<file path="config.mk">
export PLATFORM = sky130hd
export DESIGN_NAME = car_request_detector
export DESIGN_NICKNAME = d
export VERILOG_FILES = /design/src/rtl/traffic_pkg.sv /design/src/rtl/sync_2ff.sv /design/src/rtl/car_request_detector.sv
export SDC_FILE = /design/constraint.sdc
export NUM_CORES = 1
export LEC_CHECK = 0
export ABC_AREA = 1
export CORE_MARGIN = 2
export CORE_UTILIZATION = 45
export DETAILED_ROUTE_END_ITERATION = 6
export GPL_TIMING_DRIVEN = 0
export PLACE_DENSITY = 0.71
export SYNTH_ARGS = -nofsm -noshare
export SYNTH_HDL_FRONTEND = slang
export SYNTH_SLANG_ARGS = --single-unit
</file>
<file path="constraint.sdc">
create_clock -name CLK -period 2.1 [get_ports CLK]
set_input_delay 0.63 -clock CLK [delete_from_list [all_inputs] [get_ports CLK]]
set_output_delay 0.63 -clock CLK [all_outputs]
set_load 0.03 [all_outputs]
</file>
<file path="src/rtl/traffic_pkg.sv">
// traffic_pkg: shared detector FSM states, default debounce/stuck limits and counter-width helper
package traffic_pkg;
  typedef enum logic [2:0] {IDLE, ARRIVE, OCCUPIED, LEAVE, STUCK} det_state_t;
  localparam int DB_CYCLES_DEF = 3;
  localparam int STUCK_CYCLES_DEF = 255;
  function automatic int cnt_w(input int n);
    return $clog2(n + 1);
  endfunction
endpackage

</file>
<file path="src/rtl/sync_2ff.sv">
// sync_2ff: two-flop synchroniser; CLK/RST_N clock and async active-low reset, d async input, q synchronised output
module sync_2ff (
  input  logic CLK,
  input  logic RST_N,
  input  logic d,
  output logic q
);
  logic m;
  always_ff @(posedge CLK or negedge RST_N)
    if (!RST_N) {q, m} <= 2'b00;
    else {q, m} <= {m, d};
endmodule

</file>
<file path="src/rtl/car_request_detector.sv">
// car_request_detector: debounced loop sensor to Car request; Loop_Raw/Green_Side in, Car/Car_Count/Fault/Overflow registered out
module car_request_detector
  import traffic_pkg::*;
#(
  parameter int WL = 4,
  parameter int DB_CYCLES = DB_CYCLES_DEF,
  parameter int STUCK_CYCLES = STUCK_CYCLES_DEF
) (
  input  logic          CLK,
  input  logic          RST_N,
  input  logic          Loop_Raw,
  input  logic          Green_Side,
  output logic          Car,
  output logic [WL-1:0] Car_Count,
  output logic          Fault,
  output logic          Overflow
);
  localparam int DW = cnt_w(DB_CYCLES);
  localparam int SW = cnt_w(STUCK_CYCLES + 1);
  localparam logic [WL-1:0] MAX = '1;
  det_state_t st, st_n;
  logic [DW-1:0] db, db_n, db1;
  logic [SW-1:0] sc, sc_n, sc1;
  logic s, db_done, arr, dep, fault_n, ovf_n;
  logic [WL-1:0] cnt_n;
  sync_2ff u_sync (.CLK(CLK), .RST_N(RST_N), .d(Loop_Raw), .q(s));
  assign db1 = db + DW'(1);
  assign sc1 = sc + SW'(1);
  assign db_done = db1 == DW'(DB_CYCLES);
  // db is zero on entry to IDLE, OCCUPIED and STUCK, so the first differing sample counts as 1
  always_comb begin
    st_n = st;
    db_n = db;
    sc_n = sc;
    arr = 1'b0;
    dep = 1'b0;
    case (st)
      IDLE, ARRIVE: begin
        if (!s) begin
          st_n = IDLE;
          db_n = '0;
        end else begin
          st_n = db_done ? OCCUPIED : ARRIVE;
          db_n = db_done ? '0 : db1;
          arr = db_done;
        end
      end
      OCCUPIED: begin
        sc_n = sc1;
        if (!s) begin
          st_n = db_done ? IDLE : LEAVE;
          db_n = db_done ? '0 : db1;
          dep = db_done;
          sc_n = db_done ? '0 : sc1;
        end else if (sc1 >= SW'(STUCK_CYCLES)) st_n = STUCK;
      end
      LEAVE, STUCK: begin
        if (s) begin
          db_n = '0;
          st_n = st == LEAVE ? OCCUPIED : STUCK;
        end else begin
          st_n = db_done ? IDLE : st;
          db_n = db_done ? '0 : db1;
          dep = db_done;
          sc_n = db_done ? '0 : sc;
        end
      end
      default: st_n = IDLE;
    endcase
  end
  assign cnt_n = arr && Car_Count != MAX ? Car_Count + WL'(1)
               : dep && Green_Side && Car_Count != '0 ? Car_Count - WL'(1)
               : Car_Count;
  assign ovf_n = Overflow | (arr && Car_Count == MAX);
  assign fault_n = st_n == STUCK;
  always_ff @(posedge CLK or negedge RST_N)
    if (!RST_N) begin
      st <= IDLE;
      db <= '0;
      sc <= '0;
      Car_Count <= '0;
      Overflow <= 1'b0;
      Fault <= 1'b0;
      Car <= 1'b0;
    end else begin
      st <= st_n;
      db <= db_n;
      sc <= sc_n;
      Car_Count <= cnt_n;
      Overflow <= ovf_n;
      Fault <= fault_n;
      Car <= (cnt_n != '0) | fault_n;
    end
endmodule

</file>
# Word level (Yosys, flattened, before mapping)
# Index checks and enable logic that the tools add are counted.
# word_totals
output_inout_bits	7
ff_bits	23
# op_classes
n_eq_ne	11
order_cmp	1
add_sub_neg	4
n_mux	25
reduce_logical	14
bitwise	2
# op_table
op	n
$mux W9	4
$pmux W9 S2	1
$mux W3	5
$mux W2	7
$add A9 B1 Y9 const B	1
$ge A9 B8 Y1 const B	1
$pmux W3 S3	1
$mux W4	2
$reduce_bool A4 Y1	2
$eq A3 B2 Y1 const B	2
$eq A3 B3 Y1 const B	2
$ne A2 B2 Y1 const B	3
$pmux W2 S3	1
$add A4 B1 Y4 const B	1
$eq A4 B4 Y1 const B	1
$logic_and A1 B1 Y1	4
$mux W1	4
$ne A4 B4 Y1 const B	1
$reduce_or A2 Y1	2
$sub A4 B1 Y4 const B	1
$eq A3 B1 Y1 const B	1
$logic_not A3 Y1	1
$reduce_and A3 Y1	1
$reduce_bool A3 Y1	1
6 further kinds	7

# Logic depth before layout (Yosys ltp)
# Gate-level depths: netlist (run 1).
# logic_depth
word_depth	10
depth_mapped	13
mapped_depth_nobuf	13

# Hierarchy
# From an unflattened synthesis (run 1), not the netlist that was laid out.
# unflattened
hier_cells	175
hier_area_um2	1337.5
# by_module_without_submodules
module	area_each_um2	cells_each	n_inst
car_request_detector	1287.5	173	1
sync_2ff	50.0	2	1

# Worst setup path before layout (run 1)
# OpenSTA, ideal clock, no wires.
# synth_timing
path_kind	reg-to-reg
startpoint	reg Car_Count[0]
endpoint	reg Car
period_less_slack_ps	1783
t_arrival_ps	1662
path_slack_ps	317
setup_time_ps	121
path_stages_with_launch	13
t_required_ps	1979
path_cell_list	dfrtp_1 inv_1 ha_1 nand2_1 nor2_1 nor2_4 nand2_2 nand2_1 nand2_1 a21oi_1 nand2_1 nor2_1 nand2_1
# synth_between
elab_chain_cells	6
# synth_lines
item	line_no	rtl
from (decl)	car_request_detector.sv:14	output logic [WL-1:0] Car_Count,
from (signal assigned)	car_request_detector.sv:89	Car_Count <= cnt_n;
parallel branches: the longest is 3 deep, another holds $sub A4 B1 Y4	n/a	
$mux W4 *	car_request_detector.sv:71	assign cnt_n = arr && Car_Count != MAX ? Car_Count + WL'(1)
$reduce_bool A4 Y1 *	car_request_detector.sv:92	Car <= (cnt_n != '0) | fault_n;
$or A1 B1 Y1 *	car_request_detector.sv:92	
to (signal assigned)	car_request_detector.sv:92	
to (decl)	car_request_detector.sv:13	output logic Car,
# Mark *: on every way between the ends.
# A chain may end at the register's enable or synchronous reset.

# Worst setup path after layout (run 1)
# layout_timing
startpoint	reg Overflow
endpoint	out Overflow
# layout_lines
item	line_no	rtl
from (decl)	car_request_detector.sv:16	output logic Overflow
from (signal assigned)	car_request_detector.sv:90	Overflow <= ovf_n;
# No word-level cell between the ends.

==> results.yml, run 1 <==
run_status:
  status: "finished, violations left"
  failed_checks: "DRC"
place:
  place_inst: 216
  routabilityCongestion: 0.920
  port_buffers: 10
  place.detailed.hpwl_microns: 2130
critical_path:
  crit_path_end_kind: "output pin"
  cp_num_buf_inv: 1
  worst_path_largest_cell_delay_ps: 670
  worst-endpoint-required_ps: 1470
  timing.critical_path.slowest_stage_cell: "sky130_fd_sc_hd__clkdlybuf4s50_1"
  path_cells: "clkdlybuf4s50_1"
  startpoint_type: "flip-flop"
  timing.critical_path.max_delay_family: "buffers and inverters"
  worst-path-max-fanout: 2
  arrival_ps: 1350
  timing_worst_setup_path_type: "reg -> out"
cells_and_area:
  post_route_cells_drive_above_1_share: 0.116
  multiInputGateArea_sq_um: 667
  layout.core_utilization: 0.541
  insertedDiodeCount: 0
  finalNonFillerCells: 220
  fillerInstances: 268
  syn_to_final_growth_pct: 11.9
  register_area_sq_um: 576
  nNetsFinal: 198
timing:
  timing.final.crit_share: 0.941
  clock_skew_ps: 2.51
  maxClockFrequency_mhz: 506
  final_period_minus_worst_setup_slack_ps: 1980
  slew_headroom: 0.310
  finalMaxSlewViolations: 0
  rsz0062_at_grt: "no"
  final-setup-viol-count: 0
  timing.final.hold_violations: 0
  worst-slew-pin-transition_ps: 1030
global_route:
  wire_length_of_the_first_global_routing_pass_microns: 4990
  grt_antenna_before_repair: 0
  grt.overflow.total: 0
  global_route_usage_over_all_layers: 0.187
  grt_start_max_net_pins: 24
  vias_in_the_first_global_route: 1159
route:
  route.vias.total: 1182
  vias_per_cell: 5.37
  drc: 2
  drt-pass1-iter-count: 6
  ant_nets: 0
  wl_per_cell_microns: 12.8
  wl_microns: 2820
  drtIter0Drc: 61
clock_network:
  clockBufferDepth: 2
  cts_sinks: 23
  cts_tree: "done"
  clkTransAtPathRegs_ps: 130
  h-tree-depth: 1
  ctsRootBufferMaster: "sky130_fd_sc_hd__clkbuf_4"
  tritoncts.num_buffers: 3
  worst_skew_pair.late_latency_ps: 310
power:
  power.sequential.fraction: 0.422
  irDropWorstVdd_mv: 0.734
  p_per_area_nw_per_um2: 1130
  power.clock.fraction: 0.120
  netSwitchingPower_w: 0.000814
  comb_power_share: 0.458
  power_leakage_nw: 0.724
  internal_power_w: 0.000898
  power_switching_share: 0.475
synth:
  total_nets_after_synthesis: 183
  synth_enable_flop_cells: 0
  synth_seq_cells: 23
  yosys.cell_types.count: 26
  synth.largest_area_cell: "sky130_fd_sc_hd__dfrtp_1"
  yosysWarningCount: 0
  avgSynthCellArea_sq_um: 7.74
  synth_most_common_cell: "sky130_fd_sc_hd__nand2_1"
  synthDominantCellAreaShare: 0.425
  synth_cells: 175
  ys_seq_area_frac: 0.425
  synth.cells.most_frequent: "40 x sky130_fd_sc_hd__nand2_1, 26 x sky130_fd_sc_hd__inv_1, 23 x sky130_fd_sc_hd__dfrtp_1, 18 x sky130_fd_sc_hd__nand3_1, 12 x sky130_fd_sc_hd__nor2_1"
  yosys-top-cells-area: "sky130_fd_sc_hd__dfrtp_1 42%, sky130_fd_sc_hd__nand2_1 11%, sky130_fd_sc_hd__inv_1 7.2%"
  predominant_post_synthesis_flop_cell: "sky130_fd_sc_hd__dfrtp_1"
  mappedNetlistArea_sq_um: 1360
  async_flop_share: 1.00
floorplanning:
  core_region_area_sq_um: 2810
  number_of_i_o_pins: 11
  design.die.area_sq_um: 3470
  floorplan.die.height_microns: 58.9
  fp.dieW_microns: 58.9
  floorplan.initialDensity: 0.483
  floorplan.rows: 19
min_path:
  hp_class: "reg -> reg"
job:
  max-cap-violations: 0
[registers in the layout (all words and copies together), names as in the netlist]
| register | flops |
|---|---|
| Car | 1 |
| Car_Count | 4 |
| Fault | 1 |
| Overflow | 1 |
| db | 2 |
| sc | 9 |
| st | 3 |
| u_sync.m | 1 |
| u_sync.q | 1 |
[cell type report]
class,count,area share
multi-input cells,122,0.440
inverters,30,0.0743
flip-flops and latches,23,0.380
clock buffers,3,0.0149
repair buffers,10,0.0627
clock inverters,1,0.00330
well taps,31,0.0256
[placed cells by master, fill, tap and decap left out, drive strengths merged]
cell type	netlist	routed
xor2	2	2
nor2	17	17
inv	30	30
nand2	44	44
ha	4	4
a21oi	7	7
dlygate4sd2	0	4
o21ai	11	11
clkbuf	0	3
nor3	1	1
nand3b	1	1
nand3	21	21
nand4	5	5
clkdlybuf4s50	0	6
clkinv	0	1
dfrtp	23	23
o21bai	1	1
a2111oi	1	1
o31ai	1	1
a31oi	1	1
nor4	1	1
o22ai	4	4
[cell families after synthesis]
| group | count (synthesis) | synth area share |
|---|---|---|
| AND/OR/NAND/NOR | 90 | 0.330 |
| buffers and inverters | 30 | 0.0831 |
| AO/OA/AOI/OAI | 26 | 0.113 |
| flip-flops | 23 | 0.425 |
| adder cells (fa/ha/maj) | 4 | 0.0369 |
| XOR/XNOR | 2 | 0.0129 |
[repair_timing]
| item | CTS | global route |
|---|---|---|
| hold buffers | 0 | 0 |
| setup endpoints to repair | 4 | 0 |
| resized for setup | 4 | 0 |
| buffers inserted | 0 | 0 |
[layer usage]
layer,track usage,wire (microns)
met2,0.316,1340
met1,0.243,1330
met4,0.0584,40
met5,0,0
met3,0.0330,108
[power groups by stage]
| stage | logic [W] | registers, W | clock network [W] |
|---|---|---|---|
| final | 0.000784 | 0.000722 | 0.000206 |
| after floorplan | 0.000494 | 0.000786 | 0 |
| after CTS | 0.000785 | 0.000720 | 0.000210 |
| after detailed placement | 0.000804 | 0.000734 | 0 |
| after global routing | 0.000882 | 0.000746 | 0.000233 |
| after global placement | 0.000778 | 0.000719 | 0 |
[stage by stage]
stage	hold WS (ps)	total power (W)	instance area [sq um]	setup slack, ps	setup TNS (ps)
after floorplan	331	0.00128	1360	317	0
after global placement	340	0.00150	1490	-41.8	-41.8
after detailed placement	343	0.00154	1490	-47.6	-47.6
after CTS	373	0.00172	1520	112	0
after global routing	378	0.00186	1520	60.3	0
final	371	0.00171	1520	125	0
[path summary, 6_finish.rpt]
| check | slack (ps) | cells past startpoint | to | startpoint |
|---|---|---|---|---|
| max in group asynchronous | 620 | 1 | Car_Count[2] | RST_N |
| setup reg to reg | 280 | 12 | Car | Car_Count[0] |
| hold / removal | 370 | 0 | u_sync.q | u_sync.m |
| min in group asynchronous | 860 | 1 | sc[8] | RST_N |
| setup / recovery | 120 | 1 | Overflow | Overflow |
| hold reg to reg | 370 | 0 | u_sync.q | u_sync.m |
No activity file was read; power rests on OpenSTA's default activity.
==> run 2: changes to the inputs <==
--- a/config.mk
+++ b/config.mk
@@ -7,10 +7,10 @@
 export LEC_CHECK = 0
 export ABC_AREA = 1
 export CORE_MARGIN = 2
-export CORE_UTILIZATION = 45
+export CORE_UTILIZATION = 56
 export DETAILED_ROUTE_END_ITERATION = 6
 export GPL_TIMING_DRIVEN = 0
-export PLACE_DENSITY = 0.71
+export PLACE_DENSITY = 0.84
 export SYNTH_ARGS = -nofsm -noshare
 export SYNTH_HDL_FRONTEND = slang
 export SYNTH_SLANG_ARGS = --single-unit
==> results.yml, run 2 (synthesis gave the netlist of run 1 again) <==
clock_network:
  cts_sinks: 23
  cts_tree: "done"
  ctsRootBufferMaster: "sky130_fd_sc_hd__clkbuf_4"
  h-tree-depth: 1
  worst_skew_pair.late_latency_ps: 300
  cts_resized: 4
  clkTransAtPathRegs_ps: 120
  clockBufferDepth: 2
  post-cts-setup-buffer-count: 0
  tritoncts.num_buffers: 3
  cts_hold_buf: 0
cells_and_area:
  largest_register_ffs: 9
  syn_to_final_growth_pct: 11.5
  register_name_with_the_most_flops: "sc"
  layout_common_cells: "40 x sky130_fd_sc_hd__nand2_1, 26 x sky130_fd_sc_hd__inv_1, 23 x sky130_fd_sc_hd__dfrtp_1"
  top_registers: "sc (9), Car_Count (4), st (3)"
  post_route_cells_drive_above_1_share: 0.111
  insertedDiodeCount: 0
  mostFrequentLayoutCell: "sky130_fd_sc_hd__nand2_1"
  nNetsFinal: 198
timing:
  finalMaxSlewViolations: 0
  clock_skew_ps: 7.20
  timing.final.crit_share: 0.934
  worst-slew-pin-transition_ps: 995
  worst_hold_slack_ps: 367
  maxClockFrequency_mhz: 510
  timing.setup.tns_ps: 0
  timing.final.hold_violations: 0
  rsz0062_at_grt: "no"
  final-setup-viol-count: 0
  final_period_minus_worst_setup_slack_ps: 1960
  final_critical_path_setup_slack_ps: 139
  slew_headroom: 0.334
route:
  drt-pass1-iter-count: 4
  wl_microns: 2810
  drtIter0Drc: 31
  route.vias.total: 1201
  wl_per_cell_microns: 12.9
  ant_nets: 0
  drc: 0
  vias_per_cell: 5.53
run_status:
  status: "completed"
critical_path:
  crit_path_end_kind: "output pin"
  startpoint_type: "flip-flop"
  path_cells: "clkdlybuf4s50_1"
  cp_num_buf_inv: 1
  reg2reg_setup_slack_ps: 350
  timing.critical_path.max_delay_family: "buffers and inverters"
  worst-endpoint-required_ps: 1470
  worst-path-max-fanout: 1
  terminus_of_the_critical_flop_to_flop_path: "st[1]"
  timing.critical_path.slowest_stage_cell: "sky130_fd_sc_hd__clkdlybuf4s50_1"
  worst_path_largest_cell_delay_ps: 670
  r2r.worst_path.cells: 8
  worst_r2r_startpoint: "sc[0]"
  timing_worst_setup_path_type: "reg -> out"
  arrival_ps: 1330
place:
  port_buffers: 10
  place.detailed.hpwl_microns: 2130
  dpl_worst_slack_ps: -9.55
  routabilityCongestion: 0.857
power:
  power_leakage_nw: 0.721
  irDropWorstVdd_mv: 0.702
  p_per_area_nw_per_um2: 1130
  total_power_w: 0.00171
global_route:
  grt_start_max_net_pins: 24
  vias_in_the_first_global_route: 1208
  wire_length_of_the_first_global_routing_pass_microns: 5050
  grt_antenna_before_repair: 0
  grt.overflow.total: 0
  global_route_usage_over_all_layers: 0.246
floorplanning:
  core_region_area_sq_um: 2250
  floorplan.die.height_microns: 53.2
  fp.dieW_microns: 53.2
  number_of_i_o_pins: 11
  floorplan.rows: 17
  design.die.area_sq_um: 2830
  floorplan.initialDensity: 0.601
min_path:
  min_delay_path_depth: 0
  holdCritStartpoint: "u_sync.m"
  worstHoldEndpoint: "u_sync.q"
  hp_class: "reg -> reg"
job:
  max-cap-violations: 0
run 2: cell types whose count changed in the layout (fill, tap and decap cells not counted), sizes merged:
cell    delta
clkinv     -1
clkbuf     +1
run 2: routing by layer:
metal / part of all wire / GRT usage
met3: 0.042 / 0.0452
met4: 0.0093 / 0.0983
met5: 0 / 0
met2: 0.48 / 0.417
met1: 0.46 / 0.308
run 2: worst max path at each step:
stage | from | endpoint | slack [ps] | cells past startpoint
2_1_floorplan | Car_Count[0] | Car | 320 | 12
3_3_place_gp | Green_Side | Car | 10 | 10
3_5_place_dp | Green_Side | Car | -10 | 10
4_1_cts | Fault | Fault | 130 | 1
5_1_grt | Overflow | Overflow | 90 | 1
6_report | Fault | Fault | 140 | 1
run 2: final cells by class:
type | instances | area, sq um
clock buffer | 4 | 26.3
fill | 191 | 743
sequential | 23 | 576
inverter | 30 | 113
multi-input combinational | 122 | 667
tap | 28 | 35.0
timing repair buffer | 10 | 95.1
run 2: power breakdown:
group | switching (W) | total [W] | internal (W)
clock network | 0.000125 | 0.000199 | 0.0000740
logic | 0.000520 | 0.000789 | 0.000269
registers | 0.000166 | 0.000725 | 0.000559
total | 0.000812 | 0.00171 | 0.000902
run 2: metrics by stage:
| step | instances | cell area, sq um | utilization |
|---|---|---|---|
| finish | 217 | 1510 | 0.670 |
| detailed placement | 213 | 1490 | 0.661 |
| CTS | 217 | 1510 | 0.670 |
| global route | 217 | 1510 | 0.670 |
| floorplan | 175 | 1360 | - |
| global placement | 213 | 1490 | 0.661 |
